**config.mk**
```make
export PLATFORM = sky130hd
export DESIGN_NAME = hid_key_event_gen
export DESIGN_NICKNAME = d
export VERILOG_FILES = /design/src/rtl/hid_pkg.sv /design/src/rtl/hid_evt_fifo.sv /design/src/rtl/hid_key_event_gen.sv
export SDC_FILE = /design/constraint.sdc
export NUM_CORES = 1
export LEC_CHECK = 0
export CAP_MARGIN = 0
export CORE_MARGIN = 2
export CORE_UTILIZATION = 60
export CTS_CLUSTER_SIZE = 10
export DETAILED_ROUTE_END_ITERATION = 10
export DONT_BUFFER_PORTS = 1
export PLACE_DENSITY_LB_ADDON = 0.05
export SLEW_MARGIN = 5
export SYNTH_ARGS = -nofsm -noshare
export SYNTH_HDL_FRONTEND = slang
export SYNTH_SLANG_ARGS = --single-unit
export TNS_END_PERCENT = 10
```
**constraint.sdc**
```tcl
create_clock -name wb_clk -period 6.4 [get_ports wb_clk]
set_input_delay 0.32 -clock wb_clk [delete_from_list [all_inputs] [get_ports wb_clk]]
set_output_delay 0.32 -clock wb_clk [all_outputs]
set_load 0.005 [all_outputs]
```
**src/rtl/hid_pkg.sv**
```systemverilog
// Shared definitions for the HID keyboard event path: event layout, device/modifier codes, scan FSM states.
// Latency: n/a (types, constants and pure combinational helpers only).
// Backpressure: n/a.
package hid_pkg;

    // Event word layout: {repeat, press, code[7:0]}
    localparam int EVT_W         = 10;
    localparam int EVT_CODE_LSB  = 0;
    localparam int EVT_PRESS_BIT = 8;
    localparam int EVT_RPT_BIT   = 9;

    localparam logic [1:0] HID_DEV_KEYBOARD = 2'd1;
    localparam logic [7:0] HID_MOD_BASE     = 8'hE0;

    // Usage codes 0x01..0x03 mean phantom/rollover/error; such a report carries no key state
    localparam logic [7:0] HID_ROLLOVER_MIN = 8'h01;
    localparam logic [7:0] HID_ROLLOVER_MAX = 8'h03;

    typedef enum logic [2:0] {
        ST_IDLE,
        ST_CAPTURE,
        ST_REL_SCAN,
        ST_MOD_SCAN,
        ST_PRS_SCAN,
        ST_COMMIT
    } scan_state_t;

    // Four key slots, index 0 = key1
    typedef logic [3:0][7:0] key_set_t;

    function automatic logic key_in_set(input logic [7:0] code, input key_set_t keys);
        logic hit;
        hit = 1'b0;
        for (int i = 0; i < 4; i++) begin
            if (keys[i] == code) hit = 1'b1;
        end
        return hit;
    endfunction

    // True when slot idx repeats a code already held in a lower slot
    function automatic logic dup_before(input key_set_t keys, input logic [1:0] idx);
        logic hit;
        hit = 1'b0;
        for (int i = 0; i < 3; i++) begin
            if (i < int'(idx) && keys[i] == keys[idx]) hit = 1'b1;
        end
        return hit;
    endfunction

    function automatic logic has_rollover(input key_set_t keys);
        logic hit;
        hit = 1'b0;
        for (int i = 0; i < 4; i++) begin
            if (keys[i] >= HID_ROLLOVER_MIN && keys[i] <= HID_ROLLOVER_MAX) hit = 1'b1;
        end
        return hit;
    endfunction

    function automatic logic [EVT_W-1:0] mk_evt(input logic rpt, input logic press, input logic [7:0] code);
        logic [EVT_W-1:0] e;
        e = '0;
        e[EVT_RPT_BIT]          = rpt;
        e[EVT_PRESS_BIT]        = press;
        e[EVT_CODE_LSB +: 8]    = code;
        return e;
    endfunction

endpackage

```
**src/rtl/hid_evt_fifo.sv**
```systemverilog
// First-word-fall-through event FIFO; head is presented whenever the FIFO is non-empty.
// Latency: a push is visible on rd_dat/rd_vld the cycle after it is written.
// Backpressure: pops only on rd_vld&&rd_rdy; a push into a full FIFO is refused unless a pop happens in the same cycle.
module hid_evt_fifo #(
    parameter int WIDTH = 10,
    parameter int DEPTH = 16
) (
    input  logic                     wb_clk,
    input  logic                     sys_rst,
    input  logic                     wr_vld,
    input  logic [WIDTH-1:0]         wr_dat,
    output logic                     rd_vld,
    input  logic                     rd_rdy,
    output logic [WIDTH-1:0]         rd_dat,
    output logic                     full,
    output logic [$clog2(DEPTH):0]   level
);

    localparam int AW = $clog2(DEPTH);

    logic [WIDTH-1:0] mem [DEPTH];
    logic [AW-1:0]    wr_ptr;
    logic [AW-1:0]    rd_ptr;
    logic             do_wr;
    logic             do_rd;

    assign rd_vld = (level != '0);
    assign full   = (level == (AW+1)'(DEPTH));
    assign rd_dat = mem[rd_ptr];
    assign do_rd  = rd_vld && rd_rdy;
    // When full, the slot being popped this cycle is the one written, so the push is safe
    assign do_wr  = wr_vld && (!full || do_rd);

    // Storage array, no reset needed: contents are qualified by level
    always_ff @(posedge wb_clk) begin
        if (do_wr) mem[wr_ptr] <= wr_dat;
    end

    // Pointer and occupancy bookkeeping
    always_ff @(posedge wb_clk) begin
        if (sys_rst) begin
            wr_ptr <= '0;
            rd_ptr <= '0;
            level  <= '0;
        end else begin
            if (do_wr) wr_ptr <= wr_ptr + 1'b1;
            if (do_rd) rd_ptr <= rd_ptr + 1'b1;
            if (do_wr && !do_rd)      level <= level + 1'b1;
            else if (!do_wr && do_rd) level <= level - 1'b1;
        end
    end

endmodule

```
**src/rtl/hid_key_event_gen.sv**
```systemverilog
// Turns HID keyboard reports into press/release events by diffing against the previous report (auto-repeat with KBD_TYPEMATIC_EN).
// Latency: strobe at T -> CAPTURE T+1, first push T+2, evt_valid T+3, back to IDLE T+19; one report may wait in a pending slot.
// Backpressure: scanning never stalls; events that meet a full FIFO are dropped and flagged in sticky overflow.
module hid_key_event_gen
    import hid_pkg::*;
#(
    parameter int FIFO_DEPTH    = 16,
    parameter int REPEAT_DELAY  = 25000000,
    parameter int REPEAT_PERIOD = 2500000
) (
    input  logic                          wb_clk,
    input  logic                          sys_rst,
    input  logic                          report_stb,
    input  logic [1:0]                    dev_typ,
    input  logic [7:0]                    key_modifiers,
    input  logic [7:0]                    key1,
    input  logic [7:0]                    key2,
    input  logic [7:0]                    key3,
    input  logic [7:0]                    key4,
    output logic [9:0]                    evt_data,
    output logic                          evt_valid,
    input  logic                          evt_ready,
    output logic [$clog2(FIFO_DEPTH):0]   fifo_level,
    output logic                          overflow,
    input  logic                          ovf_clr,
    output logic                          busy
);

    if (FIFO_DEPTH < 4 || (FIFO_DEPTH & (FIFO_DEPTH - 1)) != 0) begin : g_bad_depth
        $error("hid_key_event_gen: FIFO_DEPTH must be a power of two >= 4");
    end
    if (REPEAT_DELAY < 1 || REPEAT_PERIOD < 1) begin : g_bad_repeat
        $error("hid_key_event_gen: REPEAT_DELAY and REPEAT_PERIOD must be >= 1");
    end

    scan_state_t      state, state_nxt;
    logic [2:0]       idx;
    key_set_t         in_keys, cur_keys, prev_keys, pend_keys;
    logic [7:0]       cur_mods, prev_mods, pend_mods;
    logic             pend_vld;
    logic             kbd_stb, take_stb, take_pend, to_pend;
    logic             scan_push;
    logic [EVT_W-1:0] scan_dat;
    logic             rpt_push;
    logic [EVT_W-1:0] rpt_dat;
    logic             evt_push;
    logic [EVT_W-1:0] evt_dat;
    logic             fifo_full;
    logic             evt_pop;
    logic             ovf_set;
    logic [7:0]       old_key, new_key;

    assign in_keys   = {key4, key3, key2, key1};
    assign kbd_stb   = report_stb && (dev_typ == HID_DEV_KEYBOARD);
    // A pending report is consumed whenever the FSM can start a new capture
    assign take_pend = pend_vld && (state == ST_IDLE || state == ST_COMMIT);
    assign take_stb  = kbd_stb && (state == ST_IDLE) && !pend_vld;
    assign to_pend   = kbd_stb && !take_stb;
    assign busy      = (state != ST_IDLE) || pend_vld;
    assign old_key   = prev_keys[idx[1:0]];
    assign new_key   = cur_keys[idx[1:0]];

    // State register and per-phase slot/bit index
    always_ff @(posedge wb_clk) begin
        if (sys_rst) begin
            state <= ST_IDLE;
            idx   <= '0;
        end else begin
            state <= state_nxt;
            idx   <= (state_nxt == state && state != ST_IDLE) ? idx + 3'd1 : 3'd0;
        end
    end

    // Next-state and diff event generation; one candidate event per scan cycle
    always_comb begin
        state_nxt = state;
        scan_push = 1'b0;
        scan_dat  = '0;
        case (state)
            ST_IDLE: begin
                if (take_pend || take_stb) state_nxt = ST_CAPTURE;
            end
            ST_CAPTURE: begin
                // A rollover/error report is discarded whole; prev state stays as it was
                state_nxt = has_rollover(cur_keys) ? ST_IDLE : ST_REL_SCAN;
            end
            ST_REL_SCAN: begin
                // Duplicate old slots are released once only
                if (old_key != 8'h00 && !key_in_set(old_key, cur_keys) && !dup_before(prev_keys, idx[1:0])) begin
                    scan_push = 1'b1;
                    scan_dat  = mk_evt(1'b0, 1'b0, old_key);
                end
                if (idx == 3'd3) state_nxt = ST_MOD_SCAN;
            end
            ST_MOD_SCAN: begin
                if (prev_mods[idx] != cur_mods[idx]) begin
                    scan_push = 1'b1;
                    scan_dat  = mk_evt(1'b0, cur_mods[idx], HID_MOD_BASE + {5'b0, idx});
                end
                if (idx == 3'd7) state_nxt = ST_PRS_SCAN;
            end
            ST_PRS_SCAN: begin
                if (new_key != 8'h00 && !key_in_set(new_key, prev_keys) && !dup_before(cur_keys, idx[1:0])) begin
                    scan_push = 1'b1;
                    scan_dat  = mk_evt(1'b0, 1'b1, new_key);
                end
                if (idx == 3'd3) state_nxt = ST_COMMIT;
            end
            ST_COMMIT: begin
                state_nxt = take_pend ? ST_CAPTURE : ST_IDLE;
            end
            default: state_nxt = ST_IDLE;
        endcase
    end

    // Report capture, pending slot, previous-report commit and sticky overflow
    always_ff @(posedge wb_clk) begin
        if (sys_rst) begin
            cur_keys  <= '0;
            cur_mods  <= '0;
            prev_keys <= '0;
            prev_mods <= '0;
            pend_keys <= '0;
            pend_mods <= '0;
            pend_vld  <= 1'b0;
            overflow  <= 1'b0;
        end else begin
            if (take_stb) begin
                cur_keys <= in_keys;
                cur_mods <= key_modifiers;
            end else if (take_pend) begin
                cur_keys <= pend_keys;
                cur_mods <= pend_mods;
            end
            if (to_pend) begin
                pend_keys <= in_keys;
                pend_mods <= key_modifiers;
            end
            pend_vld <= to_pend || (pend_vld && !take_pend);
            if (state == ST_COMMIT) begin
                prev_keys <= cur_keys;
                prev_mods <= cur_mods;
            end
            if (ovf_set)      overflow <= 1'b1;
            else if (ovf_clr) overflow <= 1'b0;
        end
    end

`ifdef KBD_TYPEMATIC_EN
    logic        rpt_act;
    logic        rpt_due;
    logic [7:0]  rpt_code;
    logic [31:0] rpt_cnt;
    logic        rpt_fire;
    logic        rpt_arm;
    logic        rpt_rel;

    // A tick that collides with a scan push is held in rpt_due and issued in the next free cycle
    assign rpt_fire = rpt_act && (rpt_cnt == 32'd0 || rpt_due);
    assign rpt_push = rpt_fire && !scan_push;
    assign rpt_dat  = mk_evt(1'b1, 1'b1, rpt_code);
    assign rpt_arm  = scan_push && (state == ST_PRS_SCAN);
    assign rpt_rel  = scan_push && (state == ST_REL_SCAN) && (scan_dat[EVT_CODE_LSB +: 8] == rpt_code);

    // Typematic timer: retargets on every new press, stops when the repeat key is released
    always_ff @(posedge wb_clk) begin
        if (sys_rst) begin
            rpt_act  <= 1'b0;
            rpt_due  <= 1'b0;
            rpt_code <= '0;
            rpt_cnt  <= '0;
        end else if (rpt_arm) begin
            rpt_act  <= 1'b1;
            rpt_due  <= 1'b0;
            rpt_code <= scan_dat[EVT_CODE_LSB +: 8];
            rpt_cnt  <= 32'(REPEAT_DELAY - 1);
        end else if (rpt_rel) begin
            rpt_act <= 1'b0;
            rpt_due <= 1'b0;
        end else if (rpt_act) begin
            rpt_cnt <= (rpt_cnt == 32'd0) ? 32'(REPEAT_PERIOD - 1) : rpt_cnt - 32'd1;
            rpt_due <= rpt_fire && scan_push;
        end
    end
`else
    assign rpt_push = 1'b0;
    assign rpt_dat  = '0;
`endif

    assign evt_push = scan_push || rpt_push;
    assign evt_dat  = scan_push ? scan_dat : rpt_dat;
    assign evt_pop  = evt_valid && evt_ready;
    assign ovf_set  = evt_push && fifo_full && !evt_pop;

    hid_evt_fifo #(
        .WIDTH (EVT_W),
        .DEPTH (FIFO_DEPTH)
    ) u_fifo (
        .wb_clk  (wb_clk),
        .sys_rst (sys_rst),
        .wr_vld  (evt_push),
        .wr_dat  (evt_dat),
        .rd_vld  (evt_valid),
        .rd_rdy  (evt_ready),
        .rd_dat  (evt_data),
        .full    (fifo_full),
        .level   (fifo_level)
    );

endmodule

```
==> metrics.md, run 1 <==
| Metric | Value |
|---|---|
| I/O pins | `65` |
| # diodes | `0` |
| Port Buffers | `0` |
| FF+latch count, synth | `roughly 290` |
| Internal cell power | `around 3300 uW` |
| Total negative setup slack | `0 ns` |
| Die width | `between 150 and 200 um` |
| Total vias in the final route | `9515` |
| Number of library cell types mapped by synthesis | `65` |
| Max-Cap Viols | `0` |
| Total power | `4340 uW` |
| Crit path max-delay cell type | `dfxtp_2` |
| Global route overflow | `0` |
| Asr flop ratio synth | `0%` |
| Post-DP HPWL | `approximately 23 mm` |
| Critical Path Max Stage Delay | `0.82 ns` |
| Worst-path clk slew | `roughly 0.060 ns` |
| Initial core utilization | `approximately three fifths` |
| Worst hold margin | `about 0.014 ns` |
| Synth Net Count | `approximately 1300` |
| CP Launch Type | `flop` |
| Share of the synthesized area in the top cell type | `between 30 and 40%` |
| Largest net degree at the start of global routing | `around 140` |
| Post-Place Cell Area | `approximately 14000 um2` |
| Worst-Margin Slew | `roughly 1.0 ns` |
| First-pass GRT wire length | `about 54 mm` |
| Final net count | `about 1300` |
| Fillers | `approximately 1800` |
| WS Path Type | `reg -> reg` |
| Final worst slack | `roughly 1.6 ns` |
| Max_slew headroom | `a little under a third` |
| Post-Syn Area | `~14000 um2` |
| Sw Ratio | `between 20% and 30%` |
| Yosys Warn Count | `0` |
| Area leader, netlist | `edfxtp_1` |
| GPL Wtd Cong | `approximately 0.94` |
| Worst Path Max Fanout | `33` |
| Hold depth | `2` |
| Worst Setup End Kind | `flop` |
| Mapped Cells | `between 1000 and 1500` |
| Clock Latency Late Sink | `roughly 0.53 ns` |
| Die H | `between 150 and 200 um` |
| Number of hold violations in the final report | `0` |
| Via/cell ratio | `slightly above 6` |
| Vias in the first global route | `roughly 9200` |
| R2R setup slack | `between 1.5 and 2 ns` |
| Die area | `about 25000 um2` |
| DRC Markers | `0` |
| # Post-CTS Setup Buffers | `0` |
| Power per Cell Area | `278 nW/um2` |
| Clk sinks | `about 290` |
| CTS tree | `done` |
| CP Data Arrival Time | `~5.3 ns` |
| P_leak | `~0.0054 uW` |
| Core region area | `about 23000 um2` |
| R2r endpoint | `u_fifo.level[4]` |
| Min Tclk post-route | `around 4.8 ns` |
| Combinational power share | `12.5%` |
| Final Setup Violations | `0` |
| CTS Buffer Depth | `3` |
| Place WS | `roughly 1.7 ns` |
| WL per Instance | `22.6 um` |
| Number of flops mapped to enable cells by yosys | `144` |
| Area Overhead vs Synth | `9.49%` |
| Tightest Hold Check Type | `in -> reg` |
| Register area share after synthesis | `a little over 50%` |
| Peak Freq | `~0.21 GHz` |
| Syn avg cell area | `11.4 um2` |
| All-Layer GR Usage | `around 29%` |
| DRT iter0 DRCs | `~980` |
| Antenna violations before repair | `0` |
| Ranking of synthesized cells by area | `edfxtp_1, dfxtp_1, mux4_2` |
| CTS root buf | `clkbuf_16` |
| Status | `complete, no violations` |
| Crit path top cell by count | `a21oi_1` |
| Sequential power share | `between 40% and 50%` |
| Std cell rows | `between 50 and 60` |
| Worst Skew | `between 0.015 and 0.02 ns` |
| Clk pwr share | `40.3%` |
| Crit-path cells | `buf_12 -> mux4_2 -> xor2_1 -> nor4_2 -> nand4_1 -> and4_1 -> nand3_1 -> a31oi_4 -> ha_1 -> inv_1 -> fa_1 -> a21o_1 -> a21oi_1 -> xnor2_1 -> or3_1 -> a21oi_1` |
| Finished Cell Area | `~16000 um2` |
| Share of cells above drive strength 1 | `~11%` |
| Peak supply drop | `between 0.0002 and 0.0003 V` |
| Final Cycle Share | `between 70% and 80%` |
| Antenna Nets Post-Route | `0` |
| CTS H-tree depth | `2` |
| Worst flop-to-flop path startpoint | `idx[0]` |
| Worst Min Path Start | `sys_rst` |
| Worst-case reg-to-reg path depth | `16` |
| First-pass DRT Iterations | `5` |
| Max Slew Vio Count | `0` |
| Hold EP | `u_fifo.wr_ptr[2]` |
| RSZ-0062 raised after global routing | `false` |
| Commonest register cell after synthesis | `dfxtp_1` |
| Final wirelength | `around 35 mm` |
| NetSw | `between 1000 and 1500 uW` |
| Critical path required time | `between 6 and 7 ns` |
| TritonCTS Buffers | `35` |
## what timing repair did
action	4_1_cts	5_1_grt
hold buffers	44	0
resized for setup	0	0
endpoints found under the hold margin	138	0
## layout make-up
class | instances | area [um2] | share of cell area, %
clock buffer | 52 | 940 | 6.02
clock inverter | 5 | 66.3 | 0.425
inverter | 12 | 45.0 | 0.288
multi-input combinational | 829 | 6380 | 40.9
sequential | 289 | 7230 | 46.3
tap | 319 | 399 | 2.56
timing repair buffer | 55 | 553 | 3.54
## stage by stage
stage / std cells / util [%]
5_1_grt: 1561 / 66.7
4_1_cts: 1561 / 66.7
6_report: 1561 / 66.7
3_5_place_dp: 1460 / 60.5
3_3_place_gp: 1460 / 60.5
2_1_floorplan: 1253 / -
## power by group through the flow
| stage | Sequential [uW] | Clock, uW | Combinational, uW |
|---|---|---|---|
| after floorplan | 2020 | 0 | 471 |
| after global placement | 2080 | 0 | 497 |
| after detailed placement | 2080 | 0 | 504 |
| after CTS | 2040 | 1790 | 545 |
| after global routing | 2050 | 1860 | 594 |
| final | 2050 | 1750 | 541 |
## flip-flops by register name, summed over array words and instances (netlist names), named ones only
register       flops
cur_keys          32
u_fifo.mem       144
pend_keys         32
u_fifo.rd_ptr      4
pend_vld           1
pend_mods          8
state              3
u_fifo.wr_ptr      4
u_fifo.level       5
prev_keys         32
cur_mods           8
prev_mods          8
idx                3
overflow           1
## placed cells by master, fill, tap and decap left out, types with 3 or more instances in the layout
master and instances:
o21ai_0 5, buf_4 10, edfxtp_1 144, inv_1 12, nor2b_1 16, nor2_1 79
nor3_1 7, xnor2_1 83, a221o_1 6, and3_1 15, dfxtp_1 142, a211oi_1 41
nor4_1 13, dfxtp_2 3, xor2_1 48, o221ai_1 3, nand4_1 23, dlygate4sd3_1 43
a31oi_1 6, mux4_2 65, nand2_1 174, mux2i_1 72, nand3_1 5, nand2b_1 4
o41ai_1 3, clkbuf_16 35, clkbuf_1 17, a21oi_1 96, ha_1 14, nor4_2 3
## logic make-up (layout without fill, tap and decap cells)
logic type,count (synthesis),after routing,synth area share (%)
simple gates,359,359,11.5
flops,289,289,50.7
compound gates,182,182,8.16
mux,141,141,15.7
buf+inv,135,124,4.62
xor+xnor,131,131,8.04
fa+ha+maj,15,15,1.37
other cells,1,1,0.0263
## synth_stat cells (12+ instances only)
cell,instances
a211oi_1,41
a21oi_1,96
and3_1,15
buf_1,14
buf_2,13
clkbuf_1,75
dfxtp_1,145
edfxtp_1,144
ha_1,14
inv_1,12
mux2i_1,72
mux4_2,65
nand2_1,175
nand4_1,23
nor2_1,80
nor2b_1,16
nor4_1,13
xnor2_1,83
xor2_1,48
## metal layers
| metal | up-vias | track usage (%) | share of wire [%] |
|---|---|---|---|
| met5 | - | 0 | 0 |
| met4 | 0 | 11.3 | 3.8 |
| met3 | 99 | 5.80 | 6.4 |
| met2 | 319 | 48.8 | 49 |
| met1 | 4653 | 36.4 | 41 |
| li1 | 4444 | - | - |
## worst max path at each step
| stage | from | to | depth (start not counted) |
|---|---|---|---|
| 2_1_floorplan | idx[0] | u_fifo.level[4] | 20 |
| 3_3_place_gp | idx[0] | u_fifo.level[4] | 16 |
| 3_5_place_dp | idx[0] | u_fifo.level[4] | 16 |
| 4_1_cts | idx[0] | u_fifo.level[4] | 16 |
| 5_1_grt | idx[0] | u_fifo.level[4] | 16 |
| 6_report | idx[0] | u_fifo.level[4] | 16 |
## critical path: cells and delay by family (launching register included)
kind            cells  cell delay, ns
fa+ha+maj           2            0.67
flops               1            0.82
simple gates        5            0.89
compound gates      4            0.94
mux                 1            0.67
buf+inv             2            0.42
xor+xnor            2            0.30
Power figures use the tool's default switching activity.
==> run 2: changes to the inputs <==
- CORE_UTILIZATION: 60 -> 58
- clock period: 6.4 -> 4 ns (I/O delays scaled with it)
==> run 2 against run 1 <==
Effect of this change:
- final area rose by 6.1%
- critical endpoint unchanged
- sequential power rose by 56%
- clock skew fell by 0.0018 ns
- global-route usage rose by 1.5 points
- setup slack got worse by 1.5 ns
- wire length rose by 9.3%
- critical path depth rose by 1
- sequential share of layout area fell by 2.6 points
==> metrics.md, run 2 (synthesis gave the netlist of run 1 again) <==
| Metric | Value |
|---|---|
| Status | `complete, no violations` |
| First-pass GRT wire length | `59.8 mm (+11%)` |
| Port Buffers | `0 (unchanged)` |
| Critical path required time | `4.37 ns (-2.47 ns)` |
| Cell Count, Final, Fillers Out | `1672 (+7.1%)` |
| Largest Register | `u_fifo.mem` |
| Std cell rows | `57 (+1.8%)` |
| P_leak | `0.00602 uW (+12%)` |
| Max reg flops | `144 (unchanged)` |
| I/O pins | `65 (unchanged)` |
| Antenna Nets Post-Route | `0 (unchanged)` |
| Max_slew headroom | `47.6% (+17 points)` |
| TritonCTS Buffers | `35 (unchanged)` |
| Most frequent cells in the layout | `nand2_1, edfxtp_1, dfxtp_1, buf_4, a21oi_1` |
| Post-DP HPWL | `26.0 mm (+14%)` |
| Final Setup Violations | `0 (unchanged)` |
| Placed Cells | `1552 (+6.3%)` |
| Worst Path Max Fanout | `19 (-42%)` |
| Fillers | `1850 (+1.3%)` |
| DRC Markers | `0 (unchanged)` |
| CP Data Arrival Time | `4.29 ns (-0.96 ns)` |
| Share of cells above drive strength 1 | `18.7% (+7.9 points)` |
| Sw Ratio | `25.1% (+0.30 points)` |
| Antenna violations before repair | `0 (unchanged)` |
| CTS Buffer Depth | `3 (unchanged)` |
| Sequential power share | `44.5% (-2.7 points)` |
| WL per Instance | `23.1 um (+2.1%)` |
| CTS H-tree depth | `2 (unchanged)` |
| Final net count | `1389 (+8.2%)` |
| R2R setup slack | `0.09 ns (-1.50 ns)` |
| Area Overhead vs Synth | `16.2%` |
| Largest net degree at the start of global routing | `144 (+5.9%)` |
| Worst-Margin Slew | `0.784 ns (-0.251 ns)` |
| Die area | `25900 um2 (+3.4%)` |
| Combinational power share | `14.7% (+2.2 points)` |
| Worst-path clk slew | `0.06 ns (about the same)` |
| DRT iter0 DRCs | `977 (-0.61%)` |
| CTS root buf | `clkbuf_16` |
| Final Cycle Share | `97.8% (+23 points)` |
| GPL Wtd Cong | `0.965 (+2.5%)` |
| Clk pwr share | `40.8% (+0.5 points)` |
| Total power | `7190 uW (+66%)` |
| Max-Cap Viols | `0 (unchanged)` |
| Die H | `161 um (+1.7%)` |
| Global route overflow | `0 (unchanged)` |
| Peak Freq | `0.256 GHz (+23%)` |
| Worst Skew | `0.0153 ns (-0.00175 ns)` |
| Die width | `161 um (+1.7%)` |
| CP Launch Type | `flop` |
| Power per Cell Area | `434 nW/um2 (+56%)` |
| All-Layer GR Usage | `30.3% (+1.5 points)` |
| WS Path Type | `reg -> reg` |
| Total vias in the final route | `10184 (+7.0%)` |
| Clk sinks | `289 (unchanged)` |
| Total negative setup slack | `0 ns (unchanged)` |
| First-pass DRT Iterations | `5 (unchanged)` |
| Initial core utilization | `58.8% (-2.1 points)` |
| # diodes | `0 (unchanged)` |
| Most common cell after layout, fill and taps aside | `nand2_1` |
| Post-Place Cell Area | `14800 um2 (+4.8%)` |
| Final wirelength | `38.6 mm (+9.3%)` |
| Clock Latency Late Sink | `0.52 ns (about the same)` |
| RSZ-0062 raised after global routing | `true` |
| Finished Cell Area | `16600 um2 (+6.1%)` |
| CTS tree | `done` |
| Min Tclk post-route | `3.91 ns (-0.901 ns)` |
| NetSw | `1800 uW (+68%)` |
| Worst Setup End Kind | `flop` |
| Number of hold violations in the final report | `0 (unchanged)` |
| Vias in the first global route | `9931 (+7.9%)` |
| Internal cell power | `5380 uW (+65%)` |
| Tightest Hold Check Type | `in -> reg` |
| Core region area | `24200 um2 (+3.6%)` |
| Worst hold margin | `0.0936 ns (+0.0795 ns)` |
| Peak supply drop | `0.000380 V (+46%)` |
| Via/cell ratio | `6.09 (about the same)` |
| Max Slew Vio Count | `0 (unchanged)` |
## run 2: cell types whose count changed in the layout (fill, tap and decap cells not counted), moves of 2 or more
cell / delta
nand3_1: -2
dfxtp_4: +2
buf_4: +103
ha_1: -2
ha_4: +2
clkbuf_16: +2
dfxtp_2: -2
nand3_2: +2
clkbuf_8: +3
## run 2: worst paths after layout
kind / start / cells past startpoint / end
worst max-delay path: idx[0] / 17 / u_fifo.level[4]
worst min-delay path: evt_ready / 3 / u_fifo.rd_ptr[1]
worst max register to register: idx[0] / 17 / u_fifo.level[4]
worst min register to register: pend_mods[3] / 2 / pend_mods[3]
## run 2: worst max-delay path: stages (launching register included)
cell and delay (ns):
dfxtp_4 0.40, buf_12 0.19, mux4_2 0.65, xnor2_1 0.17
nand3_1 0.10, nor4_2 0.05, a31oi_1 0.28, nand3_2 0.20
a31oi_4 0.31, ha_4 0.19, inv_2 0.07, fa_2 0.36
a21o_1 0.17, a21oi_2 0.13, xnor2_1 0.10, buf_4 0.13
o21ai_0 0.15, a21oi_1 0.09
## run 2: final cells by class
cell class	instances	area, um2	area share [%]
sequential	289	7240	43.7
clock buffer	55	1000	6.05
multi-input combinational	829	6450	38.9
timing repair buffer	160	1370	8.29
tap	324	405	2.45
clock inverter	3	55.1	0.332
inverter	12	45.0	0.272
## run 2: timing repair
item	CTS	global route
hold endpoints to repair	145	0
gates cloned	0	1
hold buffers	43	0
resized for setup	0	11
buffers inserted	8	10
pin swaps	1	10
endpoints found under the setup margin	1	2
## run 2: layer usage
| layer | vias to the layer above | routed length (um) | global-route usage, % |
|---|---|---|---|
| met5 | - | 0 | 0 |
| met4 | 0 | 677 | 7.31 |
| met3 | 51 | 3160 | 6.69 |
| met2 | 435 | 16900 | 44.4 |
| met1 | 5033 | 17800 | 46.2 |
| li1 | 4665 | - | - |
## run 2: power groups by stage
| stage | Combinational [uW] | Sequential [uW] | Clock, uW |
|---|---|---|---|
| floorplan | 763 | 3230 | 0 |
| global placement | 939 | 3260 | 0 |
| detailed placement | 948 | 3260 | 0 |
| CTS | 1020 | 3200 | 2980 |
| global route | 1140 | 3200 | 3100 |
| finish | 1060 | 3200 | 2930 |
## run 2: through the flow
step | util [%] | setup slack (ns)
floorplan | - | 0.00710
global placement | 61.2 | 0.00250
detailed placement | 61.2 | -0.0605
CTS | 67.6 | 0.0519
global route | 68.3 | -0.0674
finish | 68.3 | 0.0872
